`config.mk`:
```
export PLATFORM = sky130hd
export DESIGN_NAME = meas_sequencer
export DESIGN_NICKNAME = d
export VERILOG_FILES = /design/src/rtl/meas_pkg.sv /design/src/rtl/meas_reduce.sv /design/src/rtl/meas_sequencer.sv
export SDC_FILE = /design/constraint.sdc
export NUM_CORES = 1
export LEC_CHECK = 0
export ABC_AREA = 1
export BUFFER_PORTS_ARGS = -buffer_cell sky130_fd_sc_hd__buf_4
export CORE_ASPECT_RATIO = 1.75
export CORE_UTILIZATION = 25
export DETAILED_ROUTE_END_ITERATION = 6
export GPL_TIMING_DRIVEN = 0
export SYNTH_ARGS = -nofsm -noshare
export SYNTH_HDL_FRONTEND = slang
export SYNTH_SLANG_ARGS = --single-unit
```
`constraint.sdc`:
```
create_clock -name clk -period 16.55 [get_ports clk]
set_input_delay 2.4825 -clock clk [delete_from_list [all_inputs] [get_ports clk]]
set_output_delay 2.4825 -clock clk [all_outputs]
set_load 0.1 [all_outputs]
```
`src/rtl/meas_pkg.sv`:
```
// Shared types and constants for the measurement sequencer and its reducer.
package meas_pkg;

    localparam int unsigned NUM_VALS   = 10;
    localparam int unsigned TRIM_SHIFT = 3;
    localparam int unsigned IDX_W      = 4;

    typedef enum logic [5:0] {
        StIdle     = 6'b00_0001,
        StIssue    = 6'b00_0010,
        StWaitBusy = 6'b00_0100,
        StWaitDone = 6'b00_1000,
        StReduce   = 6'b01_0000,
        StOutput   = 6'b10_0000
    } meas_state_e;

endpackage

```
`src/rtl/meas_reduce.sv`:
```
// Running sum/min/max accumulator fed one value per cycle by the sequencer.
module meas_reduce #(
    parameter int unsigned VAL_W = 32
) (
    input  logic             clk,
    input  logic             rst_n,
    input  logic             clear_i,
    input  logic             en_i,
    input  logic [VAL_W-1:0] val_i,
    output logic [VAL_W+3:0] sum_o,
    output logic [VAL_W-1:0] min_o,
    output logic [VAL_W-1:0] max_o
);

    logic [VAL_W+3:0] sum_q, sum_d;
    logic [VAL_W-1:0] min_q, min_d;
    logic [VAL_W-1:0] max_q, max_d;

    always_comb begin
        sum_d = sum_q;
        min_d = min_q;
        max_d = max_q;
        if (clear_i) begin
            sum_d = {4'b0000, val_i};
            min_d = val_i;
            max_d = val_i;
        end else if (en_i) begin
            sum_d = sum_q + {4'b0000, val_i};
            min_d = (val_i < min_q) ? val_i : min_q;
            max_d = (val_i > max_q) ? val_i : max_q;
        end
    end

    always_ff @(posedge clk or negedge rst_n) begin
        if (!rst_n) begin
            sum_q <= '0;
            min_q <= '0;
            max_q <= '0;
        end else begin
            sum_q <= sum_d;
            min_q <= min_d;
            max_q <= max_d;
        end
    end

    // Outputs include the current input so the last step can be registered directly.
    assign sum_o = sum_d;
    assign min_o = min_d;
    assign max_o = max_d;

endmodule

```
`src/rtl/meas_sequencer.sv`:
```
// Measurement sequencer: start/busy handshake, trimmed mean of 10 values, result handshake.
// Optional watchdog on the busy wait is enabled by defining MEAS_SEQ_TIMEOUT_EN.
module meas_sequencer
    import meas_pkg::*;
#(
    parameter int unsigned VAL_W       = 32,
    parameter int unsigned TIMEOUT_CYC = 1000000
) (
    input  logic             clk,
    input  logic             rst_n,
    input  logic             req,
    input  logic             auto_en,
    output logic             m_start,
    input  logic             m_busy,
    input  logic [VAL_W-1:0] m_val [0:NUM_VALS-1],
    output logic             res_valid,
    input  logic             res_ready,
    output logic [VAL_W-1:0] res_data,
    output logic             res_err,
    output logic             idle
);

    meas_state_e state_q, state_d;
    logic [IDX_W-1:0] idx_q, idx_d;
    logic [VAL_W-1:0] res_data_q, res_data_d;
    logic             res_err_q, res_err_d;

    logic             red_clear;
    logic             red_en;
    logic [VAL_W+3:0] red_sum;
    logic [VAL_W-1:0] red_min;
    logic [VAL_W-1:0] red_max;
    logic [VAL_W+3:0] trim_full;
    logic             timeout;

    meas_reduce #(
        .VAL_W (VAL_W)
    ) u_reduce (
        .clk     (clk),
        .rst_n   (rst_n),
        .clear_i (red_clear),
        .en_i    (red_en),
        .val_i   (m_val[idx_q]),
        .sum_o   (red_sum),
        .min_o   (red_min),
        .max_o   (red_max)
    );

    // Sum of ten values minus one min and one max leaves eight, so the shift is the mean.
    assign trim_full = red_sum - {4'b0000, red_min} - {4'b0000, red_max};

`ifdef MEAS_SEQ_TIMEOUT_EN
    localparam int unsigned WdW = $clog2(TIMEOUT_CYC + 1);

    logic [WdW-1:0] wd_q, wd_d;
    logic           waiting;

    assign waiting = (state_q == StWaitBusy) || (state_q == StWaitDone);
    assign timeout = waiting && (wd_q == WdW'(TIMEOUT_CYC - 1));

    always_comb begin
        wd_d = '0;
        if (waiting && !timeout) begin
            wd_d = wd_q + 1'b1;
        end
    end

    always_ff @(posedge clk or negedge rst_n) begin
        if (!rst_n) begin
            wd_q <= '0;
        end else begin
            wd_q <= wd_d;
        end
    end
`else
    logic unused_timeout_cyc;

    assign unused_timeout_cyc = ^TIMEOUT_CYC;
    assign timeout            = 1'b0;
`endif

    always_comb begin
        state_d    = state_q;
        idx_d      = idx_q;
        res_data_d = res_data_q;
        res_err_d  = res_err_q;
        red_clear  = 1'b0;
        red_en     = 1'b0;
        unique case (state_q)
            StIdle: begin
                if (req) begin
                    state_d = StIssue;
                end
            end
            StIssue: begin
                state_d = StWaitBusy;
            end
            StWaitBusy: begin
                if (timeout) begin
                    state_d    = StOutput;
                    res_data_d = '0;
                    res_err_d  = 1'b1;
                end else if (m_busy) begin
                    state_d = StWaitDone;
                end
            end
            StWaitDone: begin
                if (timeout) begin
                    state_d    = StOutput;
                    res_data_d = '0;
                    res_err_d  = 1'b1;
                end else if (!m_busy) begin
                    state_d = StReduce;
                    idx_d   = '0;
                end
            end
            StReduce: begin
                red_en    = 1'b1;
                red_clear = (idx_q == '0);
                if (idx_q == IDX_W'(NUM_VALS - 1)) begin
                    state_d    = StOutput;
                    idx_d      = '0;
                    res_data_d = trim_full[TRIM_SHIFT +: VAL_W];
                    res_err_d  = 1'b0;
                end else begin
                    idx_d = idx_q + 1'b1;
                end
            end
            StOutput: begin
                if (res_ready) begin
                    state_d = auto_en ? StIssue : StIdle;
                end
            end
            default: begin
                state_d = StIdle;
            end
        endcase
    end

    always_ff @(posedge clk or negedge rst_n) begin
        if (!rst_n) begin
            state_q    <= StIdle;
            idx_q      <= '0;
            res_data_q <= '0;
            res_err_q  <= 1'b0;
        end else begin
            state_q    <= state_d;
            idx_q      <= idx_d;
            res_data_q <= res_data_d;
            res_err_q  <= res_err_d;
        end
    end

    assign m_start   = (state_q == StIssue);
    assign res_valid = (state_q == StOutput);
    assign idle      = (state_q == StIdle);
    assign res_data  = res_data_q;
    assign res_err   = res_err_q;

endmodule

```
==> results.yml, run 1 <==
setup_path:
  crit_slowest_cell: "a21oi_1"
  reg2reg_setup_slack_ps: 7400
  worstRegToRegCells: 36
  cp_max_fo: 10
  slowest_delay_ps: 640
  crit_path_start: "m_val[186]"
  cp.arrival_ps: 9660
  cp-end-kind: "flop"
  r2r-end: "res_data[18]"
  path_class: "in2reg"
  regToRegStartpoint: "idx_q[0]"
  startpoint_type: "input port"
  cpMostUsedCell: "nand2_1"
  critPathCapture: "res_data[18]"
  crit_required_ps: 17000
power:
  p_int_uw: 1428
  finalPower_uw: 3231
  swShare: 0.5579
  p_per_area_nw_per_um2: 166.0
  p_seq_frac: 0.126
  p_leak_uw: 0.009603
  ir_drop_uv: 77.82
  p_comb_frac: 0.727
  clock_power_share: 0.147
  p_sw_uw: 1803
die:
  row_count: 118
  chipWidth_um: 187.3
  die_h_um: 326.2
  start_util: 0.2536
  core_area_sq_um: 59200
  io_pins: 362
  die-area_sq_um: 61090
cells_and_area:
  final_cells: 3536
  diodes: 0
  layout.nets: 3239
  drive_above_1_share: 0.1607
  final_cell_mix: "675 x nand2_1, 367 x buf_4, 261 x nor2_1, 246 x inv_1, 224 x o21ai_0"
  fill_cells: 6693
  seqCellArea_sq_um: 3530
  layout_commonest_cell: "nand2_1"
  multiInputGateArea_sq_um: 10100
  syn_to_final_growth_pct: 29.61
cts:
  cts_buffers: 25
  cts_sinks: 141
  cts_hold_buffers: 0
  clkTransAtPathRegs_ps: 60
  cts_buffer_depth: 3
  cts_max_level: 4
  cts_resized: 0
  postCtsSetupBuffers: 0
  clockRootBuffer: "clkbuf_16"
  cts_tree: "done"
  clkLatencyLatePin_ps: 520
timing:
  rsz0062_at_grt: "no"
  finalSetupViolations: 0
  finalHoldViolations: 0
  fmax_ghz: 0.1086
  setup_ws_ps: 7344
  period_share: 0.5563
  skew_ps: 19.87
  tightest_slew_ps: 1350
  finalCriticalPeriod_ps: 9206
  fin_setup_tns_ps: 0
  relSlewSlack: 0.09637
  maxSlewViolCount: 0
  whs_ps: 476.3
global_route:
  grt_usage: 0.2650
  antenna_found_initial: 0
  gr-total-overflow: 0
  grt_pass1_wl_um: 117300
  grt_max_degree: 82
  grt_pass1_vias: 18740
hold_path:
  min_path_type: "reg2reg"
route:
  via_per_inst: 5.092
  ant_nets: 0
  drt_iter0_drc: 1118
  routedWlPerCell_um: 23.10
  drt-pass1-iter-count: 5
  wirelength_um: 81690
  vias: 18000
  drc_errors: 0
place:
  place_ws_ps: 6877
  port_buffers: 360
  gp_congestion: 1.054
  hpwl_um: 69020
  dp_cells: 3502
synthesis:
  synth_top_area_share: 0.2333
  syn_inst: 2361
  synth.distinct_cells: 45
  synth-seq-area-share: 0.2351
  synth_nets: 2850
  synth_top_cell_by_area: "dfrtp_1"
  avgSynthCellArea_sq_um: 6.360
  synth-seq-cells: 141
  ys.warnings.count: 0
  yosys-top-cells-area: "dfrtp_1 23%, nand2_1 17%, ha_1 11%, o21ai_0 7.5%, nor2_1 6.5%"
  mappedNetlistArea_sq_um: 15020
run:
  cap_violations: 0
status:
  status: "finished, final reports clean"
registers in the layout, summed over array words and instances, names as in the netlist:
name            count
u_reduce.max_q     32
res_data           32
u_reduce.min_q     32
u_reduce.sum_q     35
idx_q               4
state_q             6
Yosys cell counts (all sizes together):
cell,n
o21a,5
o21bai,3
dfstp,1
nand3,146
a21oi,119
nand3b,2
a31o,2
nand4,13
xor2,19
o211ai,10
o22ai,80
inv,251
and3,29
buf,32
nand2,677
or3,1
fa,32
a211oi,4
a2111oi,1
o31ai,2
nor2,263
clkinv,1
or2,9
nor3,16
a21o,13
o221ai,4
dfrtp,140
o21ai,235
xnor2,14
nor4,8
ha,131
clkbuf,74
conb,1
a21boi,4
a31oi,19
layout make-up:
| type | count | area share |
|---|---|---|
| buffer | 106 | 0.02308 |
| clock buffer | 32 | 0.03555 |
| clock inverter | 1 | 0.001543 |
| timing repair buffer | 362 | 0.1409 |
| inverter | 252 | 0.04860 |
| tap | 780 | 0.05015 |
| sequential | 141 | 0.1814 |
| multi-input combinational | 1862 | 0.5188 |
kinds of logic after synthesis:
kind of cell,Yosys count,synth area share
simple gates,1164,0.3166
compound gates,501,0.1841
buf+inv,358,0.09291
fa+ha+maj,163,0.1518
flops,141,0.2351
xor+xnor,33,0.01925
other cells,1,0.0002497
power by group through the flow:
stage | clock [uW] | sequential (uW) | combinational, uW
global route | 492 | 411 | 2580
finish | 474 | 407 | 2350
global placement | 0 | 411 | 2280
floorplan | 0 | 419 | 1480
CTS | 480 | 406 | 2300
detailed placement | 0 | 411 | 2290
worst max-delay path: cells and delay by family:
kind                     cells  cell delay (ps)
adder cells (fa/ha/maj)      3             1060
AND/OR/NAND/NOR             14             2290
AO/OA/AOI/OAI                8             2580
XOR/XNOR                     1              260
buffers and inverters        7              980
routing by layer:
metal	part of all wire	global-route usage
met5	0	0
met4	0.11	0.2514
met3	0.059	0.05107
met2	0.49	0.4755
met1	0.34	0.2512
worst min-delay path by stage:
stage	depth (start not counted)	slack, ps	endpoint	startpoint
detailed placement	2	470	res_data[5]	res_data[5]
global route	2	500	res_data[16]	res_data[16]
CTS	2	480	res_data[5]	res_data[5]
floorplan	2	480	u_reduce.min_q[14]	u_reduce.min_q[14]
global placement	2	470	res_data[27]	res_data[27]
finish	2	480	res_data[5]	res_data[5]
stage by stage:
stage | util | area (sq um)
floorplan | - | 15020
CTS | 0.3285 | 19450
global route | 0.3287 | 19460
detailed placement | 0.3163 | 18730
finish | 0.3287 | 19460
global placement | 0.3158 | 18690
Note: power is estimated with default switching activity, not from simulation.
==> run 2: changes to the inputs <==
Clock period 16.55 ns to 7.48 ns, I/O delays scaled along.
==> results.yml, run 2 (synthesis results as in run 1) <==
status:
  status: "finished, final reports clean"
place:
  dp_cells: 3502
  hpwl_um: 69020
  gp_congestion: 1.054
  place_ws_ps: -1541
  port_buffers: 360
setup_path:
  crit_slowest_cell: "fa_1"
  cp_max_fo: 14
  cp-end-kind: "flop"
  cpMostUsedCell: "nand2_1"
  worstRegToRegCells: 33
  path_class: "reg2reg"
  cp.arrival_ps: 7620
  startpoint_type: "flop"
  slowest_delay_ps: 600
  crit_required_ps: 7930
global_route:
  grt_pass1_wl_um: 117500
  grt_usage: 0.2654
  grt_pass1_vias: 18790
  grt_max_degree: 82
  antenna_found_initial: 2
  gr-total-overflow: 0
cells_and_area:
  syn_to_final_growth_pct: 31.06
  largest-register: "u_reduce.sum_q"
  largest_register_ffs: 35
  seqCellArea_sq_um: 3531
  final_cells: 3544
  final_cell_mix: "674 x nand2_1, 379 x buf_4, 260 x nor2_1, 240 x inv_1, 221 x o21ai_0"
  multiInputGateArea_sq_um: 10180
  drive_above_1_share: 0.1828
  layout.nets: 3246
  layout_commonest_cell: "nand2_1"
  fill_cells: 6689
cts:
  cts_tree: "done"
  cts_max_level: 4
  cts_buffer_depth: 3
  cts_buffers: 25
  cts_sinks: 141
  clkLatencyLatePin_ps: 520
  clockRootBuffer: "clkbuf_16"
  clkTransAtPathRegs_ps: 60
  cts_hold_buffers: 0
hold_path:
  min_path_type: "reg2reg"
  hold_depth: 2
power:
  clock_power_share: 0.144
  p_seq_frac: 0.124
  ir_drop_uv: 170.9
  p_per_area_nw_per_um2: 368.8
  p_leak_uw: 0.009731
  swShare: 0.5549
  p_comb_frac: 0.732
  p_int_uw: 3231
  p_sw_uw: 4027
timing:
  relSlewSlack: 0.1441
  finalSetupViolations: 0
  period_share: 0.9584
  finalHoldViolations: 0
  fmax_ghz: 0.1395
  tightest_slew_ps: 1279
  skew_ps: 18.24
  fin_setup_tns_ps: 0
  setup_ws_ps: 311.5
  finalCriticalPeriod_ps: 7168
  rsz0062_at_grt: "yes"
  maxSlewViolCount: 0
die:
  io_pins: 362
  start_util: 0.2536
  row_count: 118
  die-area_sq_um: 61090
  chipWidth_um: 187.3
  die_h_um: 326.2
  core_area_sq_um: 59200
run:
  cap_violations: 0
route:
  drc_errors: 0
  ant_nets: 0
  wl_met2_um: 40370
  via_per_inst: 5.080
  topRoutingLayerUsed: "met5"
  drt-pass1-iter-count: 5
  wl_met1_um: 27710
  vias: 18000
  wirelength_um: 81990
  met3WireLength_um: 4965
  drt_iter0_drc: 1023
  routedWlPerCell_um: 23.13
-- run 2: layer usage --
| metal | GRT usage | vias to the layer above |
|---|---|---|
| met5 | 0 | - |
| met1 | 0.2512 | 8341 |
| met3 | 0.05161 | 289 |
| met4 | 0.2612 | 2 |
| met2 | 0.4721 | 792 |
| li1 | - | 8579 |
-- run 2: area by class of cell --
class                      instances  area share
buffer                           105     0.02645
clock buffer                      32     0.03516
clock inverter                     1    0.001526
antenna                            1   0.0001272
inverter                         252     0.04826
tap                              780     0.04959
sequential                       141      0.1794
multi-input combinational       1862      0.5171
timing repair buffer             370      0.1424
-- run 2: repair_timing --
action,4_1_cts,5_1_grt
buffers inserted,4,5
setup endpoints to repair,32,28
pin swaps,2,0
gates resized for setup,37,53
-- run 2: power groups by stage --
stage	registers [uW]	logic (uW)	clock network, uW
3_3_place_gp	909	5050	0
6_report	900	5310	1050
4_1_cts	898	5150	1060
2_1_floorplan	927	3280	0
5_1_grt	909	5810	1090
3_5_place_dp	910	5060	0
-- run 2: through the flow --
stage                       util  hold WS [ps]  cell area [sq um]  total power, uW
after floorplan                -         475.6              15020             4206
after global placement    0.3158         469.5              18690             5956
after detailed placement  0.3163         469.1              18730             5972
after CTS                 0.3305         483.0              19570             7109
after global routing      0.3324         504.4              19680             7805
final                     0.3324         476.5              19680             7258
-- run 2: worst paths after layout --
check                             from            to  slack (ps)
setup / recovery              idx_q[0]  res_data[18]         310
hold / removal             res_data[5]   res_data[5]         480
setup reg to reg              idx_q[0]  res_data[18]         310
hold reg to reg            res_data[5]   res_data[5]         480
max in group asynchronous        rst_n      idx_q[0]        5910
min in group asynchronous        rst_n  res_data[25]         610
-- run 2: worst max-delay path, delay by kind of cell, from the launching register on --
family | cells | cell delay [ps]
xor gates and xnor gates | 1 | 260
and+or+nand+nor | 16 | 2000
adders and majority gates | 3 | 1340
buffers and inverters | 7 | 1690
AOI/OAI and AO/OA | 6 | 1300
DFF | 1 | 470
==> run 3: changes to the inputs <==
Settings changed: SYNTH_HIERARCHICAL set to 1.
==> results.yml, run 3 <==
cts:
  clkLatencyLatePin_ps: 460
  cts_tree: "done"
  cts_max_level: 4
  postCtsSetupBuffers: 0
  cts_sinks: 141
  cts_hold_buffers: 0
  cts_buffers: 17
  cts_buffer_depth: 2
  cts_resized: 0
  clockRootBuffer: "clkbuf_16"
  clkTransAtPathRegs_ps: 70
route:
  routedWlPerCell_um: 20.68
  vias: 18340
  ant_nets: 0
  wirelength_um: 77930
  drt_iter0_drc: 1126
  drt-pass1-iter-count: 7
  via_per_inst: 4.867
  drc_errors: 63
cells_and_area:
  final_cell_mix: "741 x nand2_1, 366 x buf_4, 359 x inv_1, 320 x nor2_1, 199 x o21ai_0"
  layout_commonest_cell: "nand2_1"
  syn_to_final_growth_pct: 26.91
  postLayoutCoreUtil: 0.3212
  seqCellArea_sq_um: 3530
  fill_cells: 7069
  multiInputGateArea_sq_um: 10610
  largest-register: "u_reduce/sum_q"
  diodes: 0
  layout.nets: 3439
  largest_register_ffs: 35
  drive_above_1_share: 0.1620
die:
  row_count: 122
  core_area_sq_um: 63350
  die_h_um: 337.0
  io_pins: 362
  die-area_sq_um: 65190
  start_util: 0.2531
  chipWidth_um: 193.4
setup_path:
  cpMostUsedCell: "nand2_1"
  slowest_delay_ps: 980
  startpoint_type: "flop"
  cp-end-kind: "flop"
  cp_max_fo: 10
  crit_required_ps: 7830
  path_class: "reg2reg"
  critPathTopFamily: "simple AND/OR/NAND/NOR gates"
  crit_slowest_cell: "clkbuf_1"
  critPathBufInv: 5
  cp.arrival_ps: 7510
global_route:
  grt_pass1_vias: 18530
  grt_pass1_wl_um: 113800
  grt_usage: 0.2361
  gr-total-overflow: 0
  grt_max_degree: 92
  antenna_found_initial: 0
timing:
  rsz0062_at_grt: "no"
  tightest_slew_ps: 1269
  skew_ps: 15.74
  finalCriticalPeriod_ps: 7160
  relSlewSlack: 0.1542
  fmax_ghz: 0.1397
  finalHoldViolations: 0
  finalSetupViolations: 0
  period_share: 0.9572
  maxSlewViolCount: 0
  fin_setup_tns_ps: 0
place:
  gp_congestion: 1.011
  port_buffers: 360
  hpwl_um: 66020
synthesis:
  mappedNetlistArea_sq_um: 16030
  ys.warnings.count: 6
  avgSynthCellArea_sq_um: 6.244
  syn_inst: 2568
  synth_nets: 3057
run:
  cap_violations: 0
status:
  status: "finished with violations"
  violations: "design-rule violations"
hold_path:
  min_path_type: "reg2reg"
power:
  p_per_area_nw_per_um2: 477.5
  ir_drop_uv: 243.7
  p_leak_uw: 0.01056
-- run 3: worst paths after layout --
check / startpoint / endpoint / slack (ps) / cells after the start
hold / removal: res_data[17] / res_data[17] / 490 / 2
setup / recovery: idx_q[3] / res_data[27] / 320 / 28
min in group asynchronous: rst_n / u_reduce/min_q[4] / 630 / 1
hold reg to reg: res_data[17] / res_data[17] / 490 / 2
max in group asynchronous: rst_n / state_q[0] / 5960 / 2
setup reg to reg: idx_q[3] / res_data[27] / 320 / 28
-- run 3: power breakdown --
group	internal, uW	switching, uW
logic	2500	5370
clock network	456	384
registers	916	92.0
total	3870	5840
-- run 3: per-layer routing --
layer,track usage,vias up,share of wire,wire (um)
met5,0,-,0,0
met4,0.1850,0,0.081,6345
met3,0.03971,194,0.054,4222
met2,0.4417,687,0.51,39820
met1,0.2309,8439,0.35,27550
li1,-,9022,-,-
-- run 3: cell type report --
cell class                 instances  area share
buffer                            99     0.02503
timing repair buffer             363      0.1355
clock inverter                    14    0.005903
clock buffer                      18     0.02109
multi-input combinational       1961      0.5216
tap                              806     0.04956
sequential                       141      0.1735
inverter                         367     0.06795
-- run 3: worst min-delay path, stage by stage, from the launching register on --
cell and delay [ps]:
dfrtp_1 340, nand2_1 50, nand2_1 60
-- run 3: through the flow --
| step | setup slack (ps) | power, uW | area, sq um | cells | hold slack [ps] |
|---|---|---|---|---|---|
| floorplan | 2597 | 6215 | 16030 | 2568 | 495.0 |
| global placement | 138.9 | 8715 | 19750 | 3734 | 466.1 |
| detailed placement | 429.6 | 8775 | 19800 | 3737 | 467.6 |
| CTS | 382.7 | 9672 | 20350 | 3769 | 491.6 |
| global route | 146.2 | 10640 | 20350 | 3769 | 518.6 |
| finish | 320.1 | 9716 | 20350 | 3769 | 486.1 |
